$ cat src/rtl/sd_arbiter.sv
// Shares one SD-card SPI byte master between the Z80 port and the AVR, with lock handover and per-owner read-back.
// Latency: accepted start -> spi_start next cycle; read byte lands in {zx,avr}_dout the cycle after spi_rdy returns.
// Backpressure: one pending byte per requester (newer overwrites); Z80 stalled via zx_busy, AVR via lock grant.
module sd_arbiter #(
    parameter int HANDOFF_GAP = 4
) (
    input  logic       fclk,
    input  logic       rst_n,
    input  logic       avr_lock_req,
    output logic       avr_lock_gnt,
    input  logic       avr_cs_n,
    input  logic       avr_start,
    input  logic [7:0] avr_din,
    output logic [7:0] avr_dout,
    input  logic       zx_cs_n,
    input  logic       zx_start,
    input  logic [7:0] zx_din,
    output logic [7:0] zx_dout,
    output logic       zx_busy,
    output logic       spi_start,
    output logic [7:0] spi_din,
    input  logic [7:0] spi_dout,
    input  logic       spi_rdy,
    output logic       sd_cs_n
);

    typedef enum logic [1:0] {
        S_ZX     = 2'd0,
        S_TO_AVR = 2'd1,
        S_AVR    = 2'd2,
        S_TO_ZX  = 2'd3
    } state_t;

    // Last gap cycle index; the handover edge happens on this count
    localparam logic [3:0] GAP_LAST = 4'(HANDOFF_GAP - 1);

    state_t     state;
    logic [3:0] gap_cnt;
    logic       start_d;
    logic       inflight;
    logic       tag_avr;
    logic       pend_zx;
    logic       pend_avr;
    logic [7:0] pend_zx_dat;
    logic [7:0] pend_avr_dat;

    logic       zx_issue;
    logic       avr_issue;
    logic       zx_latch;
    logic       avr_latch;
    logic [7:0] issue_dat;

    // spi_rdy is not trusted on the start cycle or the one after, where the master may not have dropped it yet
    logic inflight_clr;
    logic can_issue;
    logic xfer_done;

    assign inflight_clr = inflight && spi_rdy && !spi_start && !start_d;
    assign can_issue    = !inflight && !spi_start;
    // The bus counts as quiet from the byte-end cycle onward, so the gap starts at the spi_rdy rise
    assign xfer_done    = (!inflight || inflight_clr) && !spi_start;

    assign zx_busy = pend_zx || ((inflight || spi_start) && !tag_avr);

    // Decide this cycle's issue or pending-latch per requester, gated by current owner
    always_comb begin
        zx_issue  = 1'b0;
        avr_issue = 1'b0;
        zx_latch  = 1'b0;
        avr_latch = 1'b0;
        issue_dat = 8'hFF;
        case (state)
            S_ZX: begin
                if (zx_start) begin
                    if (can_issue) begin
                        zx_issue  = 1'b1;
                        issue_dat = zx_din;
                    end else begin
                        zx_latch = 1'b1;
                    end
                end else if (pend_zx && can_issue) begin
                    zx_issue  = 1'b1;
                    issue_dat = pend_zx_dat;
                end
            end
            S_AVR: begin
                if (zx_start) begin
                    zx_latch = 1'b1;
                end
                if (avr_start) begin
                    if (can_issue) begin
                        avr_issue = 1'b1;
                        issue_dat = avr_din;
                    end else begin
                        avr_latch = 1'b1;
                    end
                end else if (pend_avr && can_issue) begin
                    avr_issue = 1'b1;
                    issue_dat = pend_avr_dat;
                end
            end
            default: begin
                if (zx_start) begin
                    zx_latch = 1'b1;
                end
            end
        endcase
    end

    // Ownership FSM: handover waits for the bus to go quiet, then HANDOFF_GAP idle cycles with CS_n high
    always_ff @(posedge fclk or negedge rst_n) begin
        if (!rst_n) begin
            state        <= S_ZX;
            gap_cnt      <= 4'd0;
            avr_lock_gnt <= 1'b0;
            sd_cs_n      <= 1'b1;
        end else begin
            case (state)
                S_ZX:     sd_cs_n <= zx_cs_n;
                S_AVR:    sd_cs_n <= avr_cs_n;
                default:  sd_cs_n <= 1'b1;
            endcase

            case (state)
                S_ZX: begin
                    if (avr_lock_req) begin
                        state   <= S_TO_AVR;
                        gap_cnt <= 4'd0;
                    end
                end
                S_TO_AVR: begin
                    if (!avr_lock_req) begin
                        state   <= S_TO_ZX;
                        gap_cnt <= 4'd0;
                    end else if (!xfer_done) begin
                        gap_cnt <= 4'd0;
                    end else if (gap_cnt >= GAP_LAST) begin
                        state        <= S_AVR;
                        gap_cnt      <= 4'd0;
                        avr_lock_gnt <= 1'b1;
                    end else if (gap_cnt != 4'hF) begin
                        gap_cnt <= gap_cnt + 4'd1;
                    end
                end
                S_AVR: begin
                    if (!avr_lock_req) begin
                        state        <= S_TO_ZX;
                        gap_cnt      <= 4'd0;
                        avr_lock_gnt <= 1'b0;
                    end
                end
                S_TO_ZX: begin
                    if (!xfer_done) begin
                        gap_cnt <= 4'd0;
                    end else if (gap_cnt >= GAP_LAST) begin
                        state   <= S_ZX;
                        gap_cnt <= 4'd0;
                    end else if (gap_cnt != 4'hF) begin
                        gap_cnt <= gap_cnt + 4'd1;
                    end
                end
                default: begin
                    state   <= S_ZX;
                    gap_cnt <= 4'd0;
                end
            endcase
        end
    end

    // Byte datapath: issue pulse, pending slots, in-flight tracking and read-data return to the owner
    always_ff @(posedge fclk or negedge rst_n) begin
        if (!rst_n) begin
            spi_start    <= 1'b0;
            spi_din      <= 8'hFF;
            start_d      <= 1'b0;
            inflight     <= 1'b0;
            tag_avr      <= 1'b0;
            pend_zx      <= 1'b0;
            pend_avr     <= 1'b0;
            pend_zx_dat  <= 8'hFF;
            pend_avr_dat <= 8'hFF;
            zx_dout      <= 8'hFF;
            avr_dout     <= 8'hFF;
        end else begin
            spi_start <= zx_issue || avr_issue;
            start_d   <= spi_start;

            if (zx_issue || avr_issue) begin
                spi_din <= issue_dat;
                tag_avr <= avr_issue;
            end

            if (zx_latch) begin
                pend_zx     <= 1'b1;
                pend_zx_dat <= zx_din;
            end else if (zx_issue) begin
                pend_zx <= 1'b0;
            end

            // A queued AVR byte is dropped once the AVR has released the card
            if (state == S_TO_ZX) begin
                pend_avr <= 1'b0;
            end else if (avr_latch) begin
                pend_avr     <= 1'b1;
                pend_avr_dat <= avr_din;
            end else if (avr_issue) begin
                pend_avr <= 1'b0;
            end

            if (spi_start) begin
                inflight <= 1'b1;
            end else if (inflight_clr) begin
                inflight <= 1'b0;
                if (tag_avr) begin
                    avr_dout <= spi_dout;
                end else begin
                    zx_dout <= spi_dout;
                end
            end
        end
    end

endmodule

$ cat config.mk
export PLATFORM = sky130hd
export DESIGN_NAME = sd_arbiter
export DESIGN_NICKNAME = d
export VERILOG_FILES = /design/src/rtl/sd_arbiter.sv
export SDC_FILE = /design/constraint.sdc
export NUM_CORES = 1
export LEC_CHECK = 0
export CAP_MARGIN = 20
export CORE_ASPECT_RATIO = 0.9
export CORE_MARGIN = 2
export CORE_UTILIZATION = 49
export DETAILED_ROUTE_END_ITERATION = 7
export PLACE_DENSITY_LB_ADDON = 0.12
export SLEW_MARGIN = 20
export SYNTH_ARGS = -nofsm -noshare
export SYNTH_HDL_FRONTEND = slang
export SYNTH_SLANG_ARGS = --single-unit
$ cat constraint.sdc
create_clock -name fclk -period 2.5 [get_ports fclk]
set_clock_uncertainty 0.1 [all_clocks]
set_input_delay 0.375 -clock fclk [delete_from_list [all_inputs] [get_ports fclk]]
set_output_delay 0.375 -clock fclk [all_outputs]
set_load 0.1 [all_outputs]
## Yosys cells after proc, flatten, opt, wreduce, memory -nomap -nowiden

Index checks and enable logic that the tools add are counted.

- Multiplexer cells: 48
- $add $sub $neg: 1
- Reduce and logical (&&, ||, !) cells: 27
- Equality and inequality tests: 13
- Magnitude comparators: 1
- Bitwise operators: 3

Operator list:

| cell | number |
|---|---|
| 2-to-1 mux 8 bit | 6 |
| 2-to-1 mux 1 bit | 24 |
| 2-to-1 mux 4 bit | 6 |
| one-hot mux 4 bit (4 select lines) | 1 |
| one-hot mux 8 bit (2 select lines) | 1 |
| 2-to-1 mux 2 bit | 7 |
| inequality test 2 bit (second input constant) | 7 |
| logical AND 1 bit | 8 |
| one-hot mux 2 bit (4 select lines) | 1 |
| inequality test 3 bit (second input constant) | 2 |
| AND reduction 3 bit | 2 |
| AND reduction 6 bit | 1 |
| nonzero test 2 bit | 3 |
| AND reduction 5 bit | 1 |
| adder 4 x 1 -> 4 bit (second input constant) | 1 |
| equality test 2 bit (second input constant) | 2 |
| greater-or-equal comparator 4 x 2 -> 1 bit (second input constant) | 1 |
| logical NOT 1 bit | 4 |
| logical OR 1 bit | 4 |
| inequality test 4 bit (second input constant) | 1 |
| one-hot mux 1 bit (2 select lines) | 2 |
| AND reduction 2 bit | 2 |
| inverter 1 bit | 3 |
| nonzero test 3 bit | 1 |
| other kinds (2) | 2 |

- Output and inout bits: 28
- Input port bits: 32
- Register bits after elaboration: 54
- Word-level logic and storage cells: 108

## Logic depth before layout (Yosys ltp)

- Word-level depth: 9
- Mapped depth: 7
- Depth with buffers taken out: 6

## Worst setup path before layout

OpenSTA, ideal clock, no wires.

- Path type: flip-flop to output port
- Start: register spi_start
- End: output zx_busy
- Cell stages (with the launch flop): 3
- Path slack: -0.565 ns
- Required time: 2.025 ns
- Arrival time: 2.590 ns
- Buffers on the path: 0
- Cell sequence: dfrtp_1 -> nor2_4 -> o21bai_1

- Longest elaborated chain between the ends: 3

Ends and longest elaborated chain:

| item | line | RTL |
|---|---|---|
| start, declared | 20 | `output logic spi_start,` |
| start signal, assigned | 185 | `spi_start <= zx_issue \|\| avr_issue;` |
| logical OR 1 bit | 63 | `assign zx_busy = pend_zx \|\| ((inflight \|\| spi_start) && !tag_avr);` |
| logical AND 1 bit | 63 |  |
| logical OR 1 bit | 63 |  |
| end, declared | 19 | `output logic zx_busy,` |

No other way between the ends.

## Final worst setup path

- Start: register state[0]
- End: register pend_avr_dat[1]

- Longest elaborated chain between the ends: 3
- Elaborated cells between the ends (all ways): 5
- Those cells by class: 2 x eq/ne; 1 x mux; 1 x bitwise; 1 x reduce/logical

Ends and longest elaborated chain:

| item | line | RTL |
|---|---|---|
| start, declared | 37 | `state_t state;` |
| start signal, assigned | 113 | `state <= S_ZX;` |
| start signal, assigned | 127 | `state <= S_TO_AVR;` |
| start signal, assigned | 133 | `state <= S_TO_ZX;` |
| equality test 2 bit (on tied branches) | 72, 201 |  |
| 2-to-1 mux 1 bit / inverter 1 bit (equally long branches) | n/a |  |
| AND reduction 2 bit (no source line) (*) | n/a |  |
| end signal, assigned | 205 | `pend_avr_dat <= avr_din;` |
| end, declared | 45 | `logic [7:0] pend_avr_dat;` |

Every way passes the cells marked *; elsewhere a longest branch is shown, timed or not.
A chain may end at the register's enable or synchronous reset.

==> flow_metrics.py <==
metrics = {
    "worst_setup_path": {
        "ff2ff_path_depth": 6,
        "reg2reg_slack_ns": 0.55,
        "worstSetupPathType": "flop to flop",
        "cp.required_ns": 2.64,
        "r2r-start": "state[0]",
        "end_kind": "flop",
        "r2r-end": "pend_avr_dat[1]",
        "cp.arrival_ns": 2.09,
        "cp-start-kind": "flop",
        "crit_fanout": 8,
        "crit_start": "state[0]",
    },
    "layout": {
        "multi_input_area_sq_um": 962.2,
        "fin_nets": 290,
        "layout-drive-gt1-share_pct": 48.43,
        "antenna_cells": 0,
        "fillCellCount": 406,
        "area_growth_syn_to_layout_pct": 30.00,
        "final_cell_mix": "41 x dfstp_2, 36 x buf_4, 33 x mux2_2, 30 x clkdlybuf4s50_1, 16 x o221ai_1",
        "regArea_sq_um": 1403,
        "layout_commonest_cell": "dfstp_2",
    },
    "grt": {
        "grt_use_total_pct": 19.02,
        "grt_pass1_vias": 1710,
        "grt_antenna_before_repair": 0,
        "grt_max_degree": 26,
        "grt_pass1_wl_mm": 8.204,
        "grt_overflow": 0,
    },
    "synthesis": {
        "synth.avg_cell_area_sq_um": 13.12,
        "async_flop_share_pct": 100.0,
        "synth_area_sq_um": 2415,
        "syn_inst": 184,
        "synth_nets": 221,
        "yosysSeqAreaShare_pct": 58.08,
        "post_synth_num_cell_types": 36,
        "synth_flop_cell": "dfstp_2",
        "synth_warnings": 0,
        "synth_edf_count": 0,
        "synth-seq-cells": 54,
    },
    "place": {
        "port_buffers": 59,
        "gp_congestion": 0.7453,
        "hpwl_mm": 3.670,
    },
    "drt": {
        "wl_per_cell_microns": 15.19,
        "viasPerCell": 5.398,
        "drc": 0,
        "ant_nets": 0,
        "drt_iter0_drc": 71,
        "vias": 1722,
        "first_pass_iters": 4,
        "drt-total-wl_mm": 4.845,
    },
    "clock_network": {
        "cts_max_level": 2,
        "clock-root-buffer": "clkbuf_8",
        "clkTransAtPathRegs_ns": 0.09,
        "cts_buffer_depth": 2,
        "cts_inserted_buffers": 5,
        "hold_buffers": 0,
        "worstSkewPairLatency_ns": 0.30,
        "cts_setup_buffers": 0,
        "post_cts_resized": 0,
        "cts.sinks": 54,
        "cts_tree": "done",
    },
    "die": {
        "die_h_microns": 70.60,
        "core_area_sq_um": 4805,
        "die_w_microns": 78,
        "rows": 24,
        "start_util_pct": 50.26,
        "io_pins": 60,
        "fp.dieArea_sq_um": 5507,
    },
    "sta": {
        "fin_crit_ns": 1.953,
        "max_freq_mhz": 512.0,
        "finalSetupTns_ns": 0,
        "post-route-period-util_pct": 78.12,
        "report.final.hold_viol_count": 0,
        "slew_headroom_pct": 70.91,
        "setup_violations": 0,
        "rsz0062_at_grt": "no",
        "worst_pin_slew_ns": 0.4254,
        "drv_slew": 0,
    },
    "job": {
        "maxCapViolations": 0,
    },
    "hold_path": {
        "hold_path.class": "primary input to async pin",
    },
    "run_status": {
        "status": "completed",
    },
}
[flip-flops by register name, indices dropped and copies added, names as in the netlist, 2 cells and up]
register / count
state: 2
spi_din: 8
gap_cnt: 4
zx_dout: 8
pend_avr_dat: 8
pend_zx_dat: 8
avr_dout: 8
[synthesized netlist by cell type, types with 3 or more instances]
cell | count | area [sq um]
dfstp_2 | 41 | 1077
mux2_2 | 33 | 371.6
o221ai_1 | 16 | 140.1
dfrtp_1 | 13 | 325.3
nand2_1 | 10 | 37.54
nor2_1 | 10 | 37.54
a31oi_1 | 8 | 50.05
o21ai_0 | 6 | 30.03
ha_1 | 5 | 62.56
inv_1 | 5 | 18.77
a21oi_1 | 4 | 20.02
nor2b_1 | 3 | 18.77
[worst max-delay path by stage]
stage,end,cells past startpoint
6_report,pend_avr_dat[1],6
3_5_place_dp,zx_dout[7],6
4_1_cts,pend_avr_dat[0],6
2_1_floorplan,zx_busy,2
3_3_place_gp,pend_avr_dat[5],5
5_1_grt,state[1],5
[cells by family after synthesis]
family                   share of synthesized area (%)
multiplexers                                     16.22
buffers and inverters                            2.227
AO/OA/AOI/OAI                                    13.63
AND/OR/NAND/NOR                                  7.254
flip-flops                                       58.08
adder cells (fa/ha/maj)                          2.591
[cell type report]
| cell class | count | share of cell area (%) |
|---|---|---|
| multi-input cells | 118 | 30.65 |
| flip-flops and latches | 54 | 44.68 |
| repair buffers | 67 | 18.33 |
| clock inverters | 1 | 0.1594 |
| clock buffers | 7 | 2.750 |
| well taps | 65 | 2.591 |
| inverters | 7 | 0.8370 |
[stage by stage]
step	cell area [sq um]	utilization (%)	hold slack, ns	instances	setup WS (ns)
finish	3139	65.34	0.06651	319	0.5469
global route	3139	65.34	0.09444	319	0.4218
CTS	3139	65.34	0.07643	319	0.5331
detailed placement	3048	63.44	0.3914	311	0.4395
global placement	3048	63.44	0.3770	311	0.4573
floorplan	2419	-	-0.02059	184	0.02680
[metal layers]
layer	track usage [%]	vias up	routed length (microns)
li1	-	830	-
met5	0	-	0
met4	3.509	0	43
met2	32.95	39	2413
met1	24.91	847	2156
met3	4.464	6	231
[critical path: stages, from the launching register on]
cell and delay, ns:
dfrtp_1 0.41, inv_1 0.13, ha_1 0.36, inv_2 0.09
nor4_4 0.25, buf_4 0.20, mux2_2 0.34
Power is left out: the tool's default activity adds up to more than one toggle a clock period on the data nets, which glitch-free logic cannot reach.
